==> src/rtl/uart_cmd_if.sv <==
// uart_cmd_if: byte stream in from the UART receiver, framed command out to the APB master.
interface uart_cmd_if;
  logic [7:0] rx_data;
  logic rx_data_valid;
  logic cmd_valid;
  logic cmd_ready;
  logic cmd_write;
  logic [31:0] cmd_addr;
  logic [31:0] cmd_wdata;
  logic busy;
  logic frame_err;
  logic timeout_err;
  logic overrun_err;
  modport master (
    input rx_data, rx_data_valid, cmd_ready,
    output cmd_valid, cmd_write, cmd_addr, cmd_wdata, busy, frame_err, timeout_err, overrun_err
  );
  modport slave (
    output rx_data, rx_data_valid, cmd_ready,
    input cmd_valid, cmd_write, cmd_addr, cmd_wdata, busy, frame_err, timeout_err, overrun_err
  );
endinterface

==> src/rtl/uart_cmd_decoder.sv <==
// uart_cmd_decoder: assembles 'W'/'R' framed commands from UART bytes and hands them off via valid/ready.
module uart_cmd_decoder #(
  parameter int unsigned TIMEOUT_CYCLES = 17360,
  parameter logic [7:0] WR_HDR = 8'h57,
  parameter logic [7:0] RD_HDR = 8'h52
) (
  input logic clk,
  input logic rst_n,
  uart_cmd_if.master bus
);
  localparam logic [1:0] IDLE = 2'd0;
  localparam logic [1:0] ADDR = 2'd1;
  localparam logic [1:0] DATA = 2'd2;
  localparam logic [1:0] HOLD = 2'd3;
  localparam logic [15:0] GAP_MAX = 16'(TIMEOUT_CYCLES - 1);
  logic [1:0] state;
  logic [1:0] cnt;
  logic [15:0] gap;
  logic hdr_ok;
  assign hdr_ok = (bus.rx_data == WR_HDR) || (bus.rx_data == RD_HDR);
  assign bus.cmd_valid = state == HOLD;
  assign bus.busy = state != IDLE;
  always_ff @(posedge clk) begin
    if (!rst_n) begin
      state <= IDLE;
      cnt <= '0;
      gap <= '0;
      bus.cmd_write <= 1'b0;
      bus.cmd_addr <= '0;
      bus.cmd_wdata <= '0;
      bus.frame_err <= 1'b0;
      bus.timeout_err <= 1'b0;
      bus.overrun_err <= 1'b0;
    end else begin
      bus.frame_err <= 1'b0;
      bus.timeout_err <= 1'b0;
      bus.overrun_err <= 1'b0;
      case (state)
        IDLE: if (bus.rx_data_valid) begin
          if (hdr_ok) begin
            state <= ADDR;
            bus.cmd_write <= bus.rx_data == WR_HDR;
            bus.cmd_addr <= '0;
            bus.cmd_wdata <= '0;
            cnt <= '0;
            gap <= '0;
          end else bus.frame_err <= 1'b1;
        end
        ADDR, DATA: if (bus.rx_data_valid) begin
          gap <= '0;
          cnt <= cnt + 2'd1;
          if (state == ADDR) bus.cmd_addr <= {bus.cmd_addr[23:0], bus.rx_data};
          else bus.cmd_wdata <= {bus.cmd_wdata[23:0], bus.rx_data};
          if (cnt == 2'd3) state <= (state == ADDR && bus.cmd_write) ? DATA : HOLD;
        end else if (gap == GAP_MAX) begin
          // a byte in the expiry cycle takes the branch above, so it always wins over the timeout
          bus.timeout_err <= 1'b1;
          state <= IDLE;
          bus.cmd_write <= 1'b0;
          bus.cmd_addr <= '0;
          bus.cmd_wdata <= '0;
        end else gap <= gap + 16'd1;
        default: begin
          bus.overrun_err <= bus.rx_data_valid;
          if (bus.cmd_ready) state <= IDLE;
        end
      endcase
    end
  end
endmodule

==> src/flat_wrapper.sv <==
// flat-port wrapper written by rule: the top's interface ports become plain ports
module uart_cmd_decoder_flat 
#(
  parameter int unsigned TIMEOUT_CYCLES = 17360,
  parameter logic [7:0] WR_HDR = 8'h57,
  parameter logic [7:0] RD_HDR = 8'h52
)
  (clk, rst_n, bus_rx_data, bus_rx_data_valid, bus_cmd_ready, bus_cmd_valid, bus_cmd_write, bus_cmd_addr, bus_cmd_wdata, bus_busy, bus_frame_err, bus_timeout_err, bus_overrun_err);
  uart_cmd_if bus_i ();
  input logic clk;
  input logic rst_n;
  input wire logic [$bits(bus_i.rx_data)-1:0] bus_rx_data;
  input wire logic [$bits(bus_i.rx_data_valid)-1:0] bus_rx_data_valid;
  input wire logic [$bits(bus_i.cmd_ready)-1:0] bus_cmd_ready;
  output wire logic [$bits(bus_i.cmd_valid)-1:0] bus_cmd_valid;
  output wire logic [$bits(bus_i.cmd_write)-1:0] bus_cmd_write;
  output wire logic [$bits(bus_i.cmd_addr)-1:0] bus_cmd_addr;
  output wire logic [$bits(bus_i.cmd_wdata)-1:0] bus_cmd_wdata;
  output wire logic [$bits(bus_i.busy)-1:0] bus_busy;
  output wire logic [$bits(bus_i.frame_err)-1:0] bus_frame_err;
  output wire logic [$bits(bus_i.timeout_err)-1:0] bus_timeout_err;
  output wire logic [$bits(bus_i.overrun_err)-1:0] bus_overrun_err;
  assign bus_i.rx_data = bus_rx_data;
  assign bus_i.rx_data_valid = bus_rx_data_valid;
  assign bus_i.cmd_ready = bus_cmd_ready;
  assign bus_cmd_valid = bus_i.cmd_valid;
  assign bus_cmd_write = bus_i.cmd_write;
  assign bus_cmd_addr = bus_i.cmd_addr;
  assign bus_cmd_wdata = bus_i.cmd_wdata;
  assign bus_busy = bus_i.busy;
  assign bus_frame_err = bus_i.frame_err;
  assign bus_timeout_err = bus_i.timeout_err;
  assign bus_overrun_err = bus_i.overrun_err;
  uart_cmd_decoder #(.TIMEOUT_CYCLES(TIMEOUT_CYCLES), .WR_HDR(WR_HDR), .RD_HDR(RD_HDR)) u_core (.clk(clk), .rst_n(rst_n), .bus(bus_i));
endmodule
==> config.mk <==
export PLATFORM = sky130hd
export DESIGN_NAME = uart_cmd_decoder_flat
export DESIGN_NICKNAME = d
export VERILOG_FILES = /design/src/rtl/uart_cmd_if.sv /design/src/rtl/uart_cmd_decoder.sv /design/src/flat_wrapper.sv
export SDC_FILE = /design/constraint.sdc
export NUM_CORES = 1
export LEC_CHECK = 0
export ABC_CLOCK_PERIOD_IN_PS = 3600
export BUFFER_PORTS_ARGS = -buffer_cell sky130_fd_sc_hd__buf_2
export CORE_MARGIN = 2
export CORE_UTILIZATION = 30
export DETAILED_ROUTE_END_ITERATION = 8
export SLEW_MARGIN = 10
export SYNTH_ARGS = -nofsm -noshare
export SYNTH_HDL_FRONTEND = slang
export SYNTH_SLANG_ARGS = --single-unit
==> constraint.sdc <==
create_clock -name clk -period 3.6 [get_ports clk]
set_clock_uncertainty 0.15 [all_clocks]
set_input_delay 0.36 -clock clk [delete_from_list [all_inputs] [get_ports clk]]
set_output_delay 0.36 -clock clk [all_outputs]
set_load 0.02 [all_outputs]
== After elaboration in Yosys (flattened, before gate mapping) ==
Cells that the tools add are included.
Word-level totals
  logic and storage cells: 79
  register bits after elaboration: 88
  input bits: 12
  output and inout bits: 70
Cells by class
  $add $sub $neg: 2
  bitwise logic cells: 2
  reduce and logical (&&, ||, !) cells: 16
  multiplexer cells: 33
  equal/unequal tests: 17
Operators with widths (number)
  $mux W32: 7
  $pmux W32 S2: 2
  $mux W16: 4
  $pmux W16 S2: 1
  $reduce_and A5 Y1: 4
  $mux W2: 9
  $add A16 B1 Y16 const B: 1
  $eq A16 B15 Y1 const B: 1
  $eq A8 B7 Y1 const B: 2
  $ne A3 B2 Y1 const B: 3
  $pmux W2 S2: 2
  $reduce_and A4 Y1: 2
  $mux W1: 7
  $eq A2 B2 Y1 const B: 3
  $ne A2 B2 Y1 const B: 3
  $ne A3 B3 Y1 const B: 2
  $ne A2 B1 Y1 const B: 2
  $reduce_bool A2 Y1: 2
  $reduce_or A4 Y1: 1
  $reduce_and A3 Y1: 1
  $reduce_bool A3 Y1: 1
  $reduce_or A3 Y1: 1
  $add A2 B1 Y2 const B: 1
  $eq A2 B1 Y1 const B: 1
  other kinds (6): 7

== Longest topological paths before layout ==
  word-level depth: 6
  gate-level depth with buffers: 9
  mapped depth without buffers: 7

== Least setup slack after synthesis ==
Ideal clock, no wire load.
  kind: register to register
  start: register u_core.state[0]
  end: register u_core.bus.cmd_wdata[20]
  arrival time: 2.162 ns
  clock period less this slack: 2.446 ns
  required time: 3.316 ns
  slack: 1.154 ns
  setup time: 0.134 ns
  cell stages (with the launch flop): 10
  path buffers: 3
  cells stage by stage: dfxtp_1 > inv_1 > ha_1 > buf_2 > inv_1 > o41ai_1 > and3_1 > buf_6 > buf_4 > o22ai_1
On the way
  cells in the longest elaborated chain, start to end: 4
  elaborated cells between the ends (all ways): 11
  classes of those cells: eq/ne (6); mux (1); reduce/logical (4)
Ends and longest elaborated chain
  start: declaration: line uart_cmd_decoder.sv:16  | logic [1:0] state;
  start signal: assignment: line uart_cmd_decoder.sv:54  | if (cnt == 2'd3) state <= (state == ADDR && bus.cmd_write) ? DATA : HOLD;
  $eq A2 B2 Y1 / $eq A2 B1 Y1 (equally long branches): line uart_cmd_decoder.sv:38, uart_cmd_decoder.sv:52
  $reduce_or A2 Y1: line uart_cmd_decoder.sv:38  | case (state)
  $ne A3 B3 Y1 (no line), or another cell as far along
  $reduce_and A5 Y1 (no line)
  end signal: assignment: line uart_cmd_decoder.sv:53  | else bus.cmd_wdata <= {bus.cmd_wdata[23:0], bus.rx_data};
  end: declaration: line uart_cmd_if.sv:16  | output cmd_valid, cmd_write, cmd_addr, cmd_wdata, busy, frame_err, timeout_err, overrun_err
Parallel ways exist; a longest one is shown, timed or not.
A chain may end at the register's enable or synchronous reset.

== Worst setup path after layout ==
  start: register u_core.gap[0]
  end: register u_core.bus.cmd_addr[12]
On the way
  cells in the longest elaborated chain, start to end: 3
Ends and longest elaborated chain
  start: declaration: line uart_cmd_decoder.sv:18  | logic [15:0] gap;
  start signal: assignment: line uart_cmd_decoder.sv:62  | end else gap <= gap + 16'd1;
  $eq A16 B15 Y1: line uart_cmd_decoder.sv:55  | end else if (gap == GAP_MAX) begin
  $ne A3 B2 Y1 (no line)
  $reduce_and A5 Y1 (no line)
  end signal: assignment: line uart_cmd_decoder.sv:52  | if (state == ADDR) bus.cmd_addr <= {bus.cmd_addr[23:0], bus.rx_data};
  end: declaration: line uart_cmd_if.sv:16
Every way passes these cells.

==> metrics.txt <==
outcome complete, no violations; period utilisation layout 0.804; Vias 3314; Fmax achieved 0.345 GHz; Syn Nets 439; # clock sinks 88; postcts setup bufs 0; post-synthesis xor/xnor area fraction 0.00231; count of port buffers added during placement 81; Crit. End Element register; total negative slack 0 ns; post-synthesis adder-cell area fraction 0.0165; simple-gate share of the synthesized area 0.217; vias per std cell 4.98; Static Leak 1.98 nW; hold_ws 0.172 ns; routed wire length 9800 um; first-pass GRT wire length 15200 um; detailed-route DRC error count 0; Synth Area in Compound Gates 0.125; final setup fails 0; Skew-Pair Late Insertion Delay 0.34 ns; Hold Crit Class primary input to register; Top delay family on crit path simple AND/OR/NAND/NOR gates; worst vdd ir 0.171 mV; Antenna Cells 0; Seq/Total Area, Yosys 0.464; yosys warns 0; post-CTS sizing 0; Top FF cell, synth dfxtp_1; post-synthesis mux area share 0.121; clock root cell clkbuf_16; Async S/R FF share, synth 0; CTS tree yes; Placer Congestion 0.837; Clock Path Buffers 2; CP Cell Sequence ha_1 -> nand3_1 -> or4_1 -> a2bb2oi_4 -> o211ai_4 -> buf_4 -> mux2i_1; Max-Slew Margin vs Limit 0.358; Core ar. 12500 sq um; crit path kind register to register; Max Slew Vio Count 0; slowest stage cell, crit path or4_1; Post-Syn Instances 422; CTS Buf Count 9; average wire per standard cell 14.7 um; Pre-antenna DRT Iters 4; die width 117 um; Finished Core Util 0.367; critical path arrival 2.96 ns; total track usage 0.144; number of I/O pins 82; min cycle time layout 2.90 ns; Area Growth Syn to Fin 20.6%; PwrDens 421 nW/um^2; max-cap violations 0; Initial Utilization 0.305; Final HPWL DP 6940 um; Largest stage delay, worst path 0.73 ns; die area 13600 sq um; die height 117 um; Yosys cell types 45; number of synthesized flops with an enable pin 0; register bit total from synthesis 88; largest net degree at the start of global routing 67; final hold vios 0; H-tree depth 3; cell area after synthesis 3800 sq um; critical path required time 3.66 ns; layout cell share with drive strength beyond 1 0.219; number of buffers and inverters on the critical path 1; CTS Hold Buffers Added 0; Std-Cell Rows 41; initial antenna violation count 0; vias in the first global route 2953; Syn Area/Cell 9.00 sq um; combinational family with the most area after synthesis simple AND/OR/NAND/NOR gates; initial DRC count 250; gr ovfl total 0; clk slew on worst S/H paths 0.06 ns; element type at the critical path start register; Post-DRT Antenna Nets 0; crit path max fanout 23; worst slew pin tran 0.959 ns; RSZ-0062 raised after global routing false; net count reported at finish 505
==> where the power goes <==
part | switching, mW | internal, mW | leakage, nW | total [mW]
Sequential | 0.000348 | 0.974 | 0.709 | 0.974
Clock | 0.406 | 0.496 | 0.140 | 0.902
Combinational | 0.0376 | 0.0130 | 1.13 | 0.0506
==> cells in the mapped netlist (4+ instances only) <==
cell	instances	share of area
ha_1	5	0.016
or4_1	7	0.014
inv_1	6	0.0059
nand3_1	42	0.055
dfxtp_1	88	0.46
nor2_1	13	0.013
buf_6	4	0.012
nor3_1	5	0.0066
o22ai_1	22	0.036
nand2b_1	5	0.0082
mux2i_1	46	0.12
o21ai_0	7	0.0092
a21oi_1	14	0.018
clkbuf_1	23	0.023
nand2_1	86	0.085
==> per-stage QoR <==
| step | setup WS, ns | cell area [sq um] | std cells | total power [mW] |
|---|---|---|---|---|
| 2_1_floorplan | 1.15 | 3800 | 422 | 1.03 |
| 3_3_place_gp | 0.802 | 4290 | 649 | 1.05 |
| 3_5_place_dp | 0.714 | 4290 | 649 | 1.05 |
| 4_1_cts | 0.699 | 4580 | 665 | 1.95 |
| 5_1_grt | 0.530 | 4580 | 665 | 1.99 |
| 6_report | 0.705 | 4580 | 665 | 1.93 |
==> sequential cells by signal, summed over array words and instances, names as in the netlist <==
name and count:
u_core.bus.cmd_addr 32, u_core.bus.timeout_err 1, u_core.gap 16, u_core.bus.frame_err 1, u_core.cnt 2, u_core.bus.cmd_wdata 32, u_core.bus.cmd_write 1, u_core.bus.overrun_err 1
u_core.state 2
==> layout by cell type (no fill, tap or decap), drive strengths merged, types with 5 or more instances in the layout <==
| master | Yosys | final |
|---|---|---|
| clkbuf | 23 | 10 |
| ha | 5 | 5 |
| nand2 | 86 | 86 |
| inv | 6 | 9 |
| buf | 10 | 88 |
| o22ai | 23 | 23 |
| dfxtp | 88 | 88 |
| a21oi | 14 | 14 |
| or4 | 7 | 7 |
| nor3 | 5 | 5 |
| nand2b | 5 | 5 |
| o21ai | 7 | 7 |
| nor2 | 13 | 13 |
| mux2i | 46 | 46 |
| nand3 | 42 | 42 |
==> layer usage <==
metal	global-route usage	vias up	routed length, um
li1	-	1644	-
met1	0.198	1568	4690
met2	0.214	93	4430
met3	0.0384	9	520
met4	0.0579	0	159
met5	0	-	0
==> logic make-up (layout without fill, tap and decap cells) <==
| family | after synthesis | in the layout |
|---|---|---|
| AND/OR/NAND/NOR | 177 | 177 |
| flip-flops | 88 | 88 |
| AO/OA/AOI/OAI | 66 | 66 |
| multiplexers | 46 | 46 |
| buffers and inverters | 39 | 110 |
| adder cells (fa/ha/maj) | 5 | 5 |
| XOR/XNOR | 1 | 1 |
==> final cells by class <==
type                    instances  area, sq um
clock buffers                  10          239
clock inverters                 6         51.3
fillers                      1257         7890
inverters                       6         22.5
multi-input cells             295         1830
flip-flops and latches         88         1760
well taps                     172          215
repair buffers                 88          460
==> path summary, 6_finish.rpt <==
kind	from	endpoint	slack, ns	cells past startpoint
worst max-delay path	u_core.gap[0]	u_core.bus.cmd_addr[12]	0.70	7
worst min-delay path	bus_rx_data[7]	u_core.bus.cmd_addr[7]	0.17	3
worst max register to register	u_core.gap[0]	u_core.bus.cmd_addr[12]	0.70	7
worst min register to register	u_core.bus.cmd_addr[26]	u_core.bus.cmd_addr[26]	0.31	2
==> worst min-delay path: cells and delay by family <==
kind | cells | cell delay (ns)
AND/OR/NAND/NOR | 1 | 0.08
buffers and inverters | 1 | 0.10
multiplexers | 1 | 0.07
Note: power is estimated with default switching activity, not from simulation.
